===== config.mk =====
export PLATFORM = sky130hd
export DESIGN_NAME = fpu_cvt_f2i_flat
export DESIGN_NICKNAME = d
export VERILOG_FILES = /design/src/rtl/fpu_pkg.sv /design/src/rtl/fpu_cvt_f2i_if.sv /design/src/rtl/fpu_classify.sv /design/src/rtl/fpu_cvt_f2i.sv /design/src/flat_wrapper.sv
export SDC_FILE = /design/constraint.sdc
export NUM_CORES = 1
export LEC_CHECK = 0
export CAP_MARGIN = 30
export CELL_PAD_IN_SITES_DETAIL_PLACEMENT = 1
export CELL_PAD_IN_SITES_GLOBAL_PLACEMENT = 1
export CORE_UTILIZATION = 42
export DETAILED_ROUTE_END_ITERATION = 10
export GPL_TIMING_DRIVEN = 0
export PLACE_DENSITY_LB_ADDON = 0.1
export SLEW_MARGIN = 15
export SYNTH_ARGS = -nofsm -noshare
export SYNTH_HDL_FRONTEND = slang
export SYNTH_HIERARCHICAL = 1
export SYNTH_SLANG_ARGS = --single-unit

===== constraint.sdc =====
create_clock -name i_clk -period 3 [get_ports i_clk]
set_input_delay 0.75 -clock i_clk [delete_from_list [all_inputs] [get_ports i_clk]]
set_output_delay 0.75 -clock i_clk [all_outputs]
set_load 0.1 [all_outputs]

===== src/rtl/fpu_pkg.sv =====
// fpu_pkg -- shared FPU definitions.
//   Float format constants (bias, all-ones exponent, quiet NaN) derived from
//   the exponent and mantissa widths, the rounding-mode encoding, the
//   accrued-exception flag pair, and the float-to-int converter state and
//   debug types.
package fpu_pkg;

  localparam int FP_BITS      = 32;
  localparam int FP_MANT_BITS = 23;
  localparam int FP_EXP_BITS  = 8;

  localparam int FP_BIAS = (1 << (FP_EXP_BITS - 1)) - 1;
  localparam logic [FP_EXP_BITS-1:0] FP_EXP_INF = '1;
  localparam logic [FP_BITS-1:0] FP_QNAN =
    {1'b0, FP_EXP_INF, 1'b1, {(FP_MANT_BITS - 1){1'b0}}};

  typedef enum logic [2:0] {
    RM_RNE = 3'd0,
    RM_RTZ = 3'd1,
    RM_RDN = 3'd2,
    RM_RUP = 3'd3,
    RM_RMM = 3'd4
  } rm_e;

  // Packs as {nv, nx}, the bit order of the o_flags port.
  typedef struct packed {
    logic nv;
    logic nx;
  } fflags_t;

  typedef enum logic [1:0] {
    CVT_IDLE,
    CVT_SHIFT,
    CVT_ROUND,
    CVT_DONE
  } cvt_state_e;

  // Converter state and the rounding mode latched with the current request.
  typedef struct packed {
    cvt_state_e state;
    logic [2:0] rm;
  } cvt_dbg_t;

endpackage


===== src/rtl/fpu_cvt_f2i_if.sv =====
// fpu_cvt_f2i_if -- request/response bundle of the float-to-int converter.
//   Request : i_valid, o_ready, i_x (BITS), i_signed, i_rm[2:0]
//   Response: o_valid, i_ready, o_result (XLEN), o_flags {NV, NX}
// Handshake: a transfer happens on a rising clock edge where valid and ready
// are both high. The producer holds its payload stable while valid is high
// and ready is low; the consumer may change ready at any time.
// Modport slave is the converter side, master the requester/consumer side.
interface fpu_cvt_f2i_if #(
  parameter int BITS = 32,
  parameter int XLEN = 32
);

  logic            i_valid;
  logic            o_ready;
  logic [BITS-1:0] i_x;
  logic            i_signed;
  logic [2:0]      i_rm;
  logic            o_valid;
  logic            i_ready;
  logic [XLEN-1:0] o_result;
  logic [1:0]      o_flags;

  modport slave (
    input  i_valid, i_x, i_signed, i_rm, i_ready,
    output o_ready, o_valid, o_result, o_flags
  );

  modport master (
    output i_valid, i_x, i_signed, i_rm, i_ready,
    input  o_ready, o_valid, o_result, o_flags
  );

endinterface


===== src/rtl/fpu_classify.sv =====
// fpu_classify -- combinational IEEE-754 operand classifier.
//   x        in  BITS             float word
//   isNan    out 1                exponent all ones, mantissa non-zero
//   isInf    out 1                exponent all ones, mantissa zero
//   isZero   out 1                +0 or -0
//   isDenorm out 1                exponent zero, mantissa non-zero
//   sign     out 1                sign bit
//   expUnb   out EXPONENT_BITS+2  unbiased exponent, signed (1-bias for denormals)
//   sig      out MANTISSA_BITS+1  significand including the hidden bit
module fpu_classify
  import fpu_pkg::*;
#(
  parameter int BITS          = FP_BITS,
  parameter int MANTISSA_BITS = FP_MANT_BITS,
  parameter int EXPONENT_BITS = FP_EXP_BITS
) (
  input  logic [BITS-1:0]                 x,
  output logic                            isNan,
  output logic                            isInf,
  output logic                            isZero,
  output logic                            isDenorm,
  output logic                            sign,
  output logic signed [EXPONENT_BITS+1:0] expUnb,
  output logic [MANTISSA_BITS:0]          sig
);

  localparam int EXP_W = EXPONENT_BITS + 2;
  localparam logic signed [EXP_W-1:0] BIAS_S = EXP_W'((1 << (EXPONENT_BITS - 1)) - 1);

  logic [EXPONENT_BITS-1:0] expField;
  logic [MANTISSA_BITS-1:0] man;
  logic                     expMax;
  logic                     expMin;
  logic                     manZero;

  assign sign     = x[BITS-1];
  assign expField = x[BITS-2 -: EXPONENT_BITS];
  assign man      = x[MANTISSA_BITS-1:0];

  assign expMax  = &expField;
  assign expMin  = ~|expField;
  assign manZero = ~|man;

  assign isNan    = expMax & ~manZero;
  assign isInf    = expMax & manZero;
  assign isZero   = expMin & manZero;
  assign isDenorm = expMin & ~manZero;

  // Denormals share the smallest normal exponent but have no hidden one.
  assign sig    = {~expMin, man};
  assign expUnb = expMin ? ($signed(EXP_W'(1)) - BIAS_S)
                         : ($signed({2'b00, expField}) - BIAS_S);

endmodule


===== src/rtl/fpu_cvt_f2i.sv =====
// fpu_cvt_f2i -- sequential float-to-integer converter (FCVT.W.S / FCVT.WU.S).
//   i_clk    in   clock, all state on the rising edge
//   i_rst_n  in   asynchronous active-low reset
//   bus      --   fpu_cvt_f2i_if.slave: i_valid/o_ready/i_x/i_signed/i_rm
//                 request, o_valid/i_ready/o_result/o_flags {NV,NX} response
//   dbg      out  current state and latched rounding mode
// The significand is aligned one bit per cycle (left for large exponents,
// right with guard/sticky capture otherwise), then rounded and saturated.
// Build option: FPU_CVT_RM_EN defined decodes i_rm (RNE/RTZ/RDN/RUP/RMM,
// reserved codes act as RTZ); undefined, every conversion rounds toward zero.
module fpu_cvt_f2i
  import fpu_pkg::*;
#(
  parameter int BITS          = FP_BITS,
  parameter int MANTISSA_BITS = FP_MANT_BITS,
  parameter int EXPONENT_BITS = FP_EXP_BITS,
  parameter int XLEN          = 32
) (
  input  logic            i_clk,
  input  logic            i_rst_n,
  fpu_cvt_f2i_if.slave    bus,
  output cvt_dbg_t        dbg
);

  localparam int CNT_W = $clog2(XLEN + MANTISSA_BITS + 1);
  localparam int RSHIFT_MAX = MANTISSA_BITS + 2;
  localparam logic [XLEN-1:0] SAT_POS_S = {1'b0, {(XLEN - 1){1'b1}}};
  localparam logic [XLEN-1:0] SAT_NEG_S = {1'b1, {(XLEN - 1){1'b0}}};
  localparam logic [XLEN:0]   LIM_POS_S = {2'b00, {(XLEN - 1){1'b1}}};
  localparam logic [XLEN:0]   LIM_NEG_S = {2'b01, {(XLEN - 1){1'b0}}};

  cvt_state_e       stateQ, stateD;
  logic [XLEN-1:0]  magQ, magD;
  logic             guardQ, guardD;
  logic             stickyQ, stickyD;
  logic [CNT_W-1:0] countQ, countD;
  logic             leftQ, leftD;
  logic             signQ, signD;
  logic             isSignedQ, isSignedD;
  logic [2:0]       rmQ, rmD;
  logic [XLEN-1:0]  resultQ, resultD;
  fflags_t          flagsQ, flagsD;

  logic                            cNan, cInf, cZero, cDenorm, cSign;
  logic signed [EXPONENT_BITS+1:0] cExp;
  logic [MANTISSA_BITS:0]          cSig;
  logic signed [31:0]              eInt;
  logic signed [31:0]              rightN;

  rm_e             rmEff;
  logic            inc;
  logic [XLEN:0]   rounded;
  logic            ovf;

  fpu_classify #(
    .BITS          (BITS),
    .MANTISSA_BITS (MANTISSA_BITS),
    .EXPONENT_BITS (EXPONENT_BITS)
  ) uClassify (
    .x        (bus.i_x),
    .isNan    (cNan),
    .isInf    (cInf),
    .isZero   (cZero),
    .isDenorm (cDenorm),
    .sign     (cSign),
    .expUnb   (cExp),
    .sig      (cSig)
  );

  assign eInt   = 32'(cExp);
  assign rightN = MANTISSA_BITS - eInt;

  // Saturation value for an unrepresentable result, chosen by its sign.
  function automatic logic [XLEN-1:0] satValue(input logic neg, input logic isSigned);
    if (neg) return isSigned ? SAT_NEG_S : '0;
    else     return isSigned ? SAT_POS_S : '1;
  endfunction

`ifdef FPU_CVT_RM_EN
  always_comb rmEff = (rmQ > 3'(RM_RMM)) ? RM_RTZ : rm_e'(rmQ);
`else
  always_comb rmEff = RM_RTZ;
`endif

  // Rounding increment and range check on the aligned magnitude.
  always_comb begin
    inc = 1'b0;
    unique case (rmEff)
      RM_RNE:  inc = guardQ & (magQ[0] | stickyQ);
      RM_RTZ:  inc = 1'b0;
      RM_RDN:  inc = signQ & (guardQ | stickyQ);
      RM_RUP:  inc = ~signQ & (guardQ | stickyQ);
      RM_RMM:  inc = guardQ;
      default: inc = 1'b0;
    endcase
    rounded = {1'b0, magQ} + {{XLEN{1'b0}}, inc};
    if (isSignedQ) ovf = signQ ? (rounded > LIM_NEG_S) : (rounded > LIM_POS_S);
    else           ovf = signQ ? (|rounded) : rounded[XLEN];
  end

  always_comb begin
    stateD    = stateQ;
    magD      = magQ;
    guardD    = guardQ;
    stickyD   = stickyQ;
    countD    = countQ;
    leftD     = leftQ;
    signD     = signQ;
    isSignedD = isSignedQ;
    rmD       = rmQ;
    resultD   = resultQ;
    flagsD    = flagsQ;
    unique case (stateQ)
      CVT_IDLE: begin
        if (bus.i_valid) begin
          signD     = cSign;
          isSignedD = bus.i_signed;
          rmD       = bus.i_rm;
          if (cNan) begin
            // NaN always saturates positive regardless of its sign bit.
            resultD = satValue(1'b0, bus.i_signed);
            flagsD  = '{nv: 1'b1, nx: 1'b0};
            stateD  = CVT_DONE;
          end else if (cInf || (eInt > XLEN - 1)) begin
            resultD = satValue(cSign, bus.i_signed);
            flagsD  = '{nv: 1'b1, nx: 1'b0};
            stateD  = CVT_DONE;
          end else if (cZero) begin
            magD    = '0;
            guardD  = 1'b0;
            stickyD = 1'b0;
            countD  = '0;
            stateD  = CVT_ROUND;
          end else begin
            magD    = XLEN'(cSig);
            guardD  = 1'b0;
            stickyD = 1'b0;
            if (eInt >= MANTISSA_BITS) begin
              leftD  = 1'b1;
              countD = CNT_W'(eInt - MANTISSA_BITS);
            end else begin
              // Past MANTISSA_BITS+2 positions every bit lands in sticky
              // anyway, so the shift is capped there.
              leftD  = 1'b0;
              countD = (cDenorm || (rightN > RSHIFT_MAX)) ? CNT_W'(RSHIFT_MAX)
                                                         : CNT_W'(rightN);
            end
            stateD = (countD == '0) ? CVT_ROUND : CVT_SHIFT;
          end
        end
      end
      CVT_SHIFT: begin
        if (leftQ) begin
          magD = {magQ[XLEN-2:0], 1'b0};
        end else begin
          magD    = {1'b0, magQ[XLEN-1:1]};
          guardD  = magQ[0];
          stickyD = stickyQ | guardQ;
        end
        countD = countQ - CNT_W'(1);
        if (countQ == CNT_W'(1)) stateD = CVT_ROUND;
      end
      CVT_ROUND: begin
        if (ovf) begin
          resultD = satValue(signQ, isSignedQ);
          flagsD  = '{nv: 1'b1, nx: 1'b0};
        end else begin
          resultD = signQ ? (~rounded[XLEN-1:0] + XLEN'(1)) : rounded[XLEN-1:0];
          flagsD  = '{nv: 1'b0, nx: guardQ | stickyQ};
        end
        stateD = CVT_DONE;
      end
      CVT_DONE: begin
        if (bus.i_ready) stateD = CVT_IDLE;
      end
      default: stateD = CVT_IDLE;
    endcase
  end

  always_ff @(posedge i_clk or negedge i_rst_n) begin
    if (!i_rst_n) begin
      stateQ    <= CVT_IDLE;
      magQ      <= '0;
      guardQ    <= 1'b0;
      stickyQ   <= 1'b0;
      countQ    <= '0;
      leftQ     <= 1'b0;
      signQ     <= 1'b0;
      isSignedQ <= 1'b0;
      rmQ       <= '0;
      resultQ   <= '0;
      flagsQ    <= '0;
    end else begin
      stateQ    <= stateD;
      magQ      <= magD;
      guardQ    <= guardD;
      stickyQ   <= stickyD;
      countQ    <= countD;
      leftQ     <= leftD;
      signQ     <= signD;
      isSignedQ <= isSignedD;
      rmQ       <= rmD;
      resultQ   <= resultD;
      flagsQ    <= flagsD;
    end
  end

  assign bus.o_ready  = (stateQ == CVT_IDLE);
  assign bus.o_valid  = (stateQ == CVT_DONE);
  assign bus.o_result = resultQ;
  assign bus.o_flags  = flagsQ;
  assign dbg          = '{state: stateQ, rm: rmQ};

endmodule


===== src/flat_wrapper.sv =====
// flat-port wrapper written by rule: the top's interface ports become plain ports
module fpu_cvt_f2i_flat import fpu_pkg::*;
#(
  parameter int BITS          = FP_BITS,
  parameter int MANTISSA_BITS = FP_MANT_BITS,
  parameter int EXPONENT_BITS = FP_EXP_BITS,
  parameter int XLEN          = 32
)
  (i_clk, i_rst_n, dbg, bus_i_valid, bus_i_x, bus_i_signed, bus_i_rm, bus_i_ready, bus_o_ready, bus_o_valid, bus_o_result, bus_o_flags);
  fpu_cvt_f2i_if #(.BITS(BITS), .XLEN(XLEN)) bus_i ();
  input  logic i_clk;
  input  logic i_rst_n;
  output cvt_dbg_t dbg;
  input wire logic [$bits(bus_i.i_valid)-1:0] bus_i_valid;
  input wire logic [$bits(bus_i.i_x)-1:0] bus_i_x;
  input wire logic [$bits(bus_i.i_signed)-1:0] bus_i_signed;
  input wire logic [$bits(bus_i.i_rm)-1:0] bus_i_rm;
  input wire logic [$bits(bus_i.i_ready)-1:0] bus_i_ready;
  output wire logic [$bits(bus_i.o_ready)-1:0] bus_o_ready;
  output wire logic [$bits(bus_i.o_valid)-1:0] bus_o_valid;
  output wire logic [$bits(bus_i.o_result)-1:0] bus_o_result;
  output wire logic [$bits(bus_i.o_flags)-1:0] bus_o_flags;
  assign bus_i.i_valid = bus_i_valid;
  assign bus_i.i_x = bus_i_x;
  assign bus_i.i_signed = bus_i_signed;
  assign bus_i.i_rm = bus_i_rm;
  assign bus_i.i_ready = bus_i_ready;
  assign bus_o_ready = bus_i.o_ready;
  assign bus_o_valid = bus_i.o_valid;
  assign bus_o_result = bus_i.o_result;
  assign bus_o_flags = bus_i.o_flags;
  fpu_cvt_f2i #(.BITS(BITS), .MANTISSA_BITS(MANTISSA_BITS), .EXPONENT_BITS(EXPONENT_BITS), .XLEN(XLEN)) u_core (.i_clk(i_clk), .i_rst_n(i_rst_n), .bus(bus_i), .dbg(dbg));
endmodule

; After elaboration in Yosys (flattened, before gate mapping)
; Cells that the tools add are included.
[word_totals]
mem_count = 0
elab_cells = 115
in_bits = 40
latch_bits = 0
ram_bits = 0
regBits = 82
romBits = 0
[op_classes]
n_reduce_logical = 18
n_lt_le_gt_ge = 5
div = 0
addsub = 5
n_mul = 0
bitwise = 9
shifts = 0
n_eq_ne = 11
n_mux = 55
[op_table]
columns = operator, n
row1 = $mux 32, 15
row2 = $pmux 32 s2, 2
row3 = $mux 6, 11
row4 = $add 32x1->32 const B, 1
row5 = $gt 32x31->1 const B, 1
row6 = $gt 32x32->1 const B, 1
row7 = $gt 32x6->1 const B, 1
row8 = $not 32->32, 1
row9 = $reduce_or 32->1, 1
row10 = $mux 24, 1
row11 = $reduce_or 23->1, 1
row12 = $mux 2, 11
row13 = $pmux 6 s2, 1
row14 = $sub 6x10->11 const A, 1
row15 = $ge 10x6->1 const B, 1
row16 = $gt 10x6->1 const B, 1
row17 = $mux 10, 1
row18 = $ne 2x2->1 const B, 5
row19 = $reduce_and 5->1, 2
row20 = $mux 1, 9
row21 = $sub 8x7->9 const B, 1
row22 = $pmux 2 s4, 1
row23 = $reduce_and 8->1, 1
row24 = $reduce_or 8->1, 1
row25 = other kinds (20), 31

; Logic depth before layout (Yosys ltp)
[logic_depth]
ltp_word = 19
ltp_mapped = 12
mapped_depth_nobuf = 12

; By module
; The synthesis kept the hierarchy.
[by_module_without_submodules]
columns = mod, cells_each, area_each_um2, seq_area_each_um2, instances
row1 = fpu_cvt_f2i, 577, 5156.2, 2052.0, 1
row2 = fpu_classify, 68, 491.7, 0.0, 1

; Least setup slack after synthesis
; Ideal clock, no wire load.
[synth_timing]
kind = register to register
startpoint = register u_core.stateQ[0]
endpoint = register u_core.resultQ[13], in the netlist u_core/bus.o_result[13]
t_required_ns = 2.880
arrival_ns = 3.170
setup_slack_ns = -0.291
stages_incl_launch_ff = 11
cell_sequence = dfrtp_1 > inv_1 > ha_1 > clkbuf_1 > nor2_1 > a31o_2 > and3_1 > clkbuf_1 > clkbuf_1 > o21ai_0 > o21a_1
[synth_between]
elab_chain_cells = 3
elab_cells_between_ends = 7
classes_between = eq/ne (3) / mux (1) / reduce/logical (3)
[synth_rtl]
columns = item, line_no
row1 = from (decl), fpu_cvt_f2i.sv:32  ; cvt_state_e stateQ, stateD;
row2 = from (signal assigned), fpu_cvt_f2i.sv:194  ; stateQ <= stateD;
row3 = $logic_not 2->1 *, --
row4 = named net bus_o_ready, flat_wrapper.sv:19  ; output wire logic [$bits(bus_i.o_ready)-1:0] bus_o_ready;
row5 = "$ne 3x1->1 (no source line), or another cell as far along", --
row6 = $reduce_and 3->1 (no source line), --
row7 = to (signal assigned), fpu_cvt_f2i.sv:203  ; resultQ <= resultD;
row8 = to (decl), fpu_cvt_f2i.sv:41  ; logic [XLEN-1:0] resultQ, resultD;
; The timed path passes the listed nets; every way through them passes the cells marked *.
; A chain may end at the register's enable or synchronous reset.

; Final worst setup path
[layout_timing]
startpoint = input bus_i_x[27]
endpoint = register u_core.resultQ[3], in the netlist u_core/bus.o_result[3]
[layout_between]
elab_cells_between_ends = 13
classes_between = add/sub (1) / order compare (1) / eq/ne (1) / mux (4) / bitwise (2) / reduce/logical (4)
[layout_lines]
columns = item, line_no
row1 = from (decl), flat_wrapper.sv:15  ; input wire logic [$bits(bus_i.i_x)-1:0] bus_i_x;
row2 = $reduce_and 8->1 *, fpu_classify.sv:40  ; assign expMax = &expField;
row3 = $and 1x1->1 *, fpu_classify.sv:44  ; assign isNan = expMax & ~manZero;
row4 = named net u_core.cNan, fpu_cvt_f2i.sv:44  ; logic cNan, cInf, cZero, cDenorm, cSign;
row5 = $mux 32, fpu_cvt_f2i.sv:119  ; if (cNan) begin
row6 = $mux 32, fpu_cvt_f2i.sv:115  ; if (bus.i_valid) begin
row7 = $pmux 32 s2, fpu_cvt_f2i.sv:113  ; unique case (stateQ)
; The timed path passes the listed nets; every way through them passes the cells marked *. The select of a mux whose other input is x is not followed.

==> Flow_metrics.wiki <==
{| class="wikitable"
! Metric !! Value
|-
| Synthesized netlist net count || 700
|-
| Cell type contributing the most total cell area after synthesis || dfrtp_1
|-
| R2R cell count || 8
|-
| Number of I/O pins || 81
|-
| Area grow syn2layout || 34.6%
|-
| Clock input transition at the sequential cells of the worst setup and hold paths || 0.06 ns
|-
| CTS Buf Count || 9
|-
| Fraction of post-synthesis cell area in the top cell type by area || 36.3%
|-
| Full die area || 0.0139 mm2
|-
| TritonCTS clock tree || built
|-
| Sequential cell fraction of total power || 22.4%
|-
| Clock latency on the worst-skew pair || 0.35 ns
|-
| Post-layout min period || 2.94 ns
|-
| Initial antenna violation count || 0
|-
| Final setup TNS || 0 ns
|-
| Number of maximum-capacitance constraint violations || 0
|-
| Data arrival time of the critical path || 3.23 ns
|-
| Slew of the pin with the lowest slew margin || 1.01 ns
|-
| Aggregate routed wire length || 19000 um
|-
| Post-synth top cells || dfrtp_1, nor2_1, a21oi_1, o21ai_0, nand2_1
|-
| First-pass GRT wire length || 30500 um
|-
| Placed standard-cell area || 0.00669 mm2
|-
| NetSw || 0.00537 W
|-
| Number of clock sinks || 82
|-
| Proportion of synthesized chip area in sequential cells || 36.3%
|-
| Number of port buffers || 79
|-
| GP Congestion || 0.875
|-
| Tcrit/Tclk final || 98.0%
|-
| Cell with the most instances after synthesis || dfrtp_1
|-
| Count of fill cells added during filler insertion || 1507
|-
| Comb power frac || 64.6%
|-
| Worst reg2reg setup slack || 0.18 ns
|-
| Cell Pwr Density || 1280 mW/mm2
|-
| HPWL after DPL || 13700 um
|-
| Status || completed
|-
| Crit Path Max Fanout || 10
|-
| Total number of H-tree levels || 3
|-
| Type of the most critical hold path || input pin to async pin
|-
| Via density || 5.77
|-
| Drt initial violations || 277
|-
| Critical Path Sink Type || flip-flop
|-
| Antenna diode count || 0
|-
| Die height || 118 um
|-
| Gate count of the mapped netlist || 645
|-
| Residual antenna-violating net count after detailed routing || 0
|-
| Final Util || 57.6%
|-
| Cell count after placement || 901
|-
| Final routed wire length divided by cell count || 20.4 um
|-
| Worst-case clock skew || 0.00820 ns
|-
| EDFF count, synth || 0
|-
| Async SR Flop Fraction || 100%
|-
| Tot GR Track Use || 27.9%
|-
| Hold buffer count at cts || 0
|-
| R2R Path Start || u_core/magQ[14]
|-
| Fraction of final layout cells with drive strength greater than 1 || 21.9%
|-
| Critical R2R Capture || u_core/bus.o_result[10]
|-
| Core footprint || 0.0132 mm2
|-
| Overall via count from detail_route || 5381
|-
| Yosys synthesis warning count || 6
|-
| Clock share of power || 13.0%
|-
| Critical path type || input pin to flip-flop
|-
| Internal Power || 0.00437 W
|-
| Number of global-route vias before repair || 5655
|-
| Cell Rows || 42
|-
| Switching part of the total power || 55.1%
|-
| Peak supply drop || 497 uV
|-
| Final cell count without fillers || 933
|-
| CTS root buffer || clkbuf_16
|-
| Number of nets in the final layout || 807
|-
| Grt total ovfl || 0
|-
| Maximum number of pins on one net before global-route repair || 53
|-
| Synthesis-stage register bit count || 82
|-
| Final cell area excluding filler cells || 0.00760 mm2
|-
| Most used DFF post-synth || dfrtp_1
|-
| Initial Util || 42.8%
|-
| Post-synthesis cell area || 0.00565 mm2
|-
| Number of setup violations in the final report || 0
|-
| Area taken by multi-input logic gates || 0.00356 mm2
|-
| Standby leakage power || 3.12 nW
|-
| Top area cells in the synthesized netlist || dfrtp_1, mux2i_1, a21oi_1
|-
| Count of cell types in the netlist || 70
|-
| Req. time, crit path || 3.29 ns
|-
| Worst-case headroom to the max-slew limit || 32.5%
|-
| Mean post-synth cell area || 8.76 um2
|-
| 1st-pass router iterations || 4
|-
| Total DRC errors in the routed layout || 0
|-
| Die width || 118 um
|-
| Endpoints failing hold || 0
|-
| Total area of sequential cells || 0.00205 mm2
|-
| Startpoint types || input pin
|-
| Final-report max-slew violation count || 0
|-
| Maximum clock insertion buffer count || 2
|-
| Achievable frequency || 340 MHz
|}
## stage by stage
step	power (W)	setup slack, ns	hold slack [ns]
floorplan	0.00663	0.0452	0.454
global placement	0.00810	-2.09	0.454
detailed placement	0.00828	-1.39	0.474
CTS	0.00966	0.00197	0.340
global route	0.0103	-0.0512	0.360
finish	0.00975	0.0598	0.327
## logic make-up (layout without fill, tap and decap cells)
family	after synthesis	count (layout)	share of synthesized area, %
AOI/OAI and AO/OA	193	193	21.5
xor gates and xnor gates	36	36	5.58
adders and majority gates	15	15	3.32
buffers and inverters	84	196	7.89
DFF	82	82	36.3
muxes	40	40	7.27
and+or+nand+nor	195	195	18.1
## per-layer routing
metal / global-route usage (%) / up-vias / share of wire (%) / wire length (um)
met5: 0 / - / 0 / 0
met4: 11.1 / 0 / 2.3 / 430
met3: 3.49 / 27 / 3.7 / 697
met2: 47.9 / 131 / 51 / 9770
met1: 35.4 / 2711 / 43 / 8130
li1: - / 2512 / - / -
## what timing repair did
action,4_1_cts,5_1_grt
pin swaps,13,22
gates resized for setup,82,66
buffers inserted,6,10
endpoints found under the setup margin,77,73
endpoints found under the hold margin,0,0
## critical path, cell delays in order
cell and delay (ns):
clkdlybuf4s15_2 0.30, nand3_1 0.18, or3_4 0.45, a21oi_4 0.22, and2b_1 0.23, or2_2 0.32, and3_4 0.19, buf_6 0.13
buf_4 0.16, o21ai_0 0.11, o21a_1 0.17
## layout by cell type (no fill, tap or decap), types with 15 or more instances in the layout
| master | synthesis | final |
|---|---|---|
| a21oi_1 | 62 | 58 |
| buf_4 | 26 | 44 |
| clkbuf_1 | 28 | 15 |
| clkdlybuf4s50_1 | 0 | 60 |
| dfrtp_1 | 82 | 80 |
| inv_1 | 17 | 17 |
| mux2i_1 | 32 | 32 |
| nand2_1 | 35 | 33 |
| nor2_1 | 74 | 70 |
| o21a_1 | 24 | 24 |
| o21ai_0 | 42 | 40 |
| o31ai_1 | 22 | 21 |
| xor2_1 | 28 | 26 |
## sequential cells by signal, indices dropped and copies added (netlist names)
signal               count
u_core/guardQ            1
u_core/isSignedQ         1
u_core/leftQ             1
u_core/signQ             1
u_core/bus.o_result     32
u_core/rmQ               3
u_core/stickyQ           1
u_core/countQ            6
u_core/magQ             32
u_core/bus.o_flags       2
u_core/stateQ            2
## cell type report
type                       instances  area share [%]
multi-input combinational        479            46.9
clock inverter                     4           0.955
inverter                          18           0.889
clock buffer                      12            3.51
timing repair buffer              96            12.2
buffer                            66            5.61
tap                              176            2.90
sequential                        82            27.0
## power groups by stage
stage | sequential, W | clock (W) | combinational (W)
2_1_floorplan | 0.00392 | 0 | 0.00271
3_3_place_gp | 0.00215 | 0 | 0.00594
3_5_place_dp | 0.00219 | 0 | 0.00609
4_1_cts | 0.00217 | 0.00129 | 0.00620
5_1_grt | 0.00225 | 0.00134 | 0.00671
6_report | 0.00218 | 0.00127 | 0.00629
## worst max-delay path by stage
stage / slack [ns] / cells after the start / from / endpoint
after floorplan: 0.05 / 10 / bus_i_x[23] / u_core/stateQ[0]
after global placement: -2.09 / 1 / i_rst_n / u_core/stateQ[0]
after detailed placement: -1.39 / 10 / bus_i_x[25] / u_core/countQ[2]
after CTS: 0.002 / 12 / bus_i_x[10] / u_core/bus.o_result[3]
after global routing: -0.05 / 12 / bus_i_x[10] / u_core/bus.o_result[10]
final: 0.06 / 11 / bus_i_x[27] / u_core/bus.o_result[3]
No activity file was read; power rests on OpenSTA's default activity.
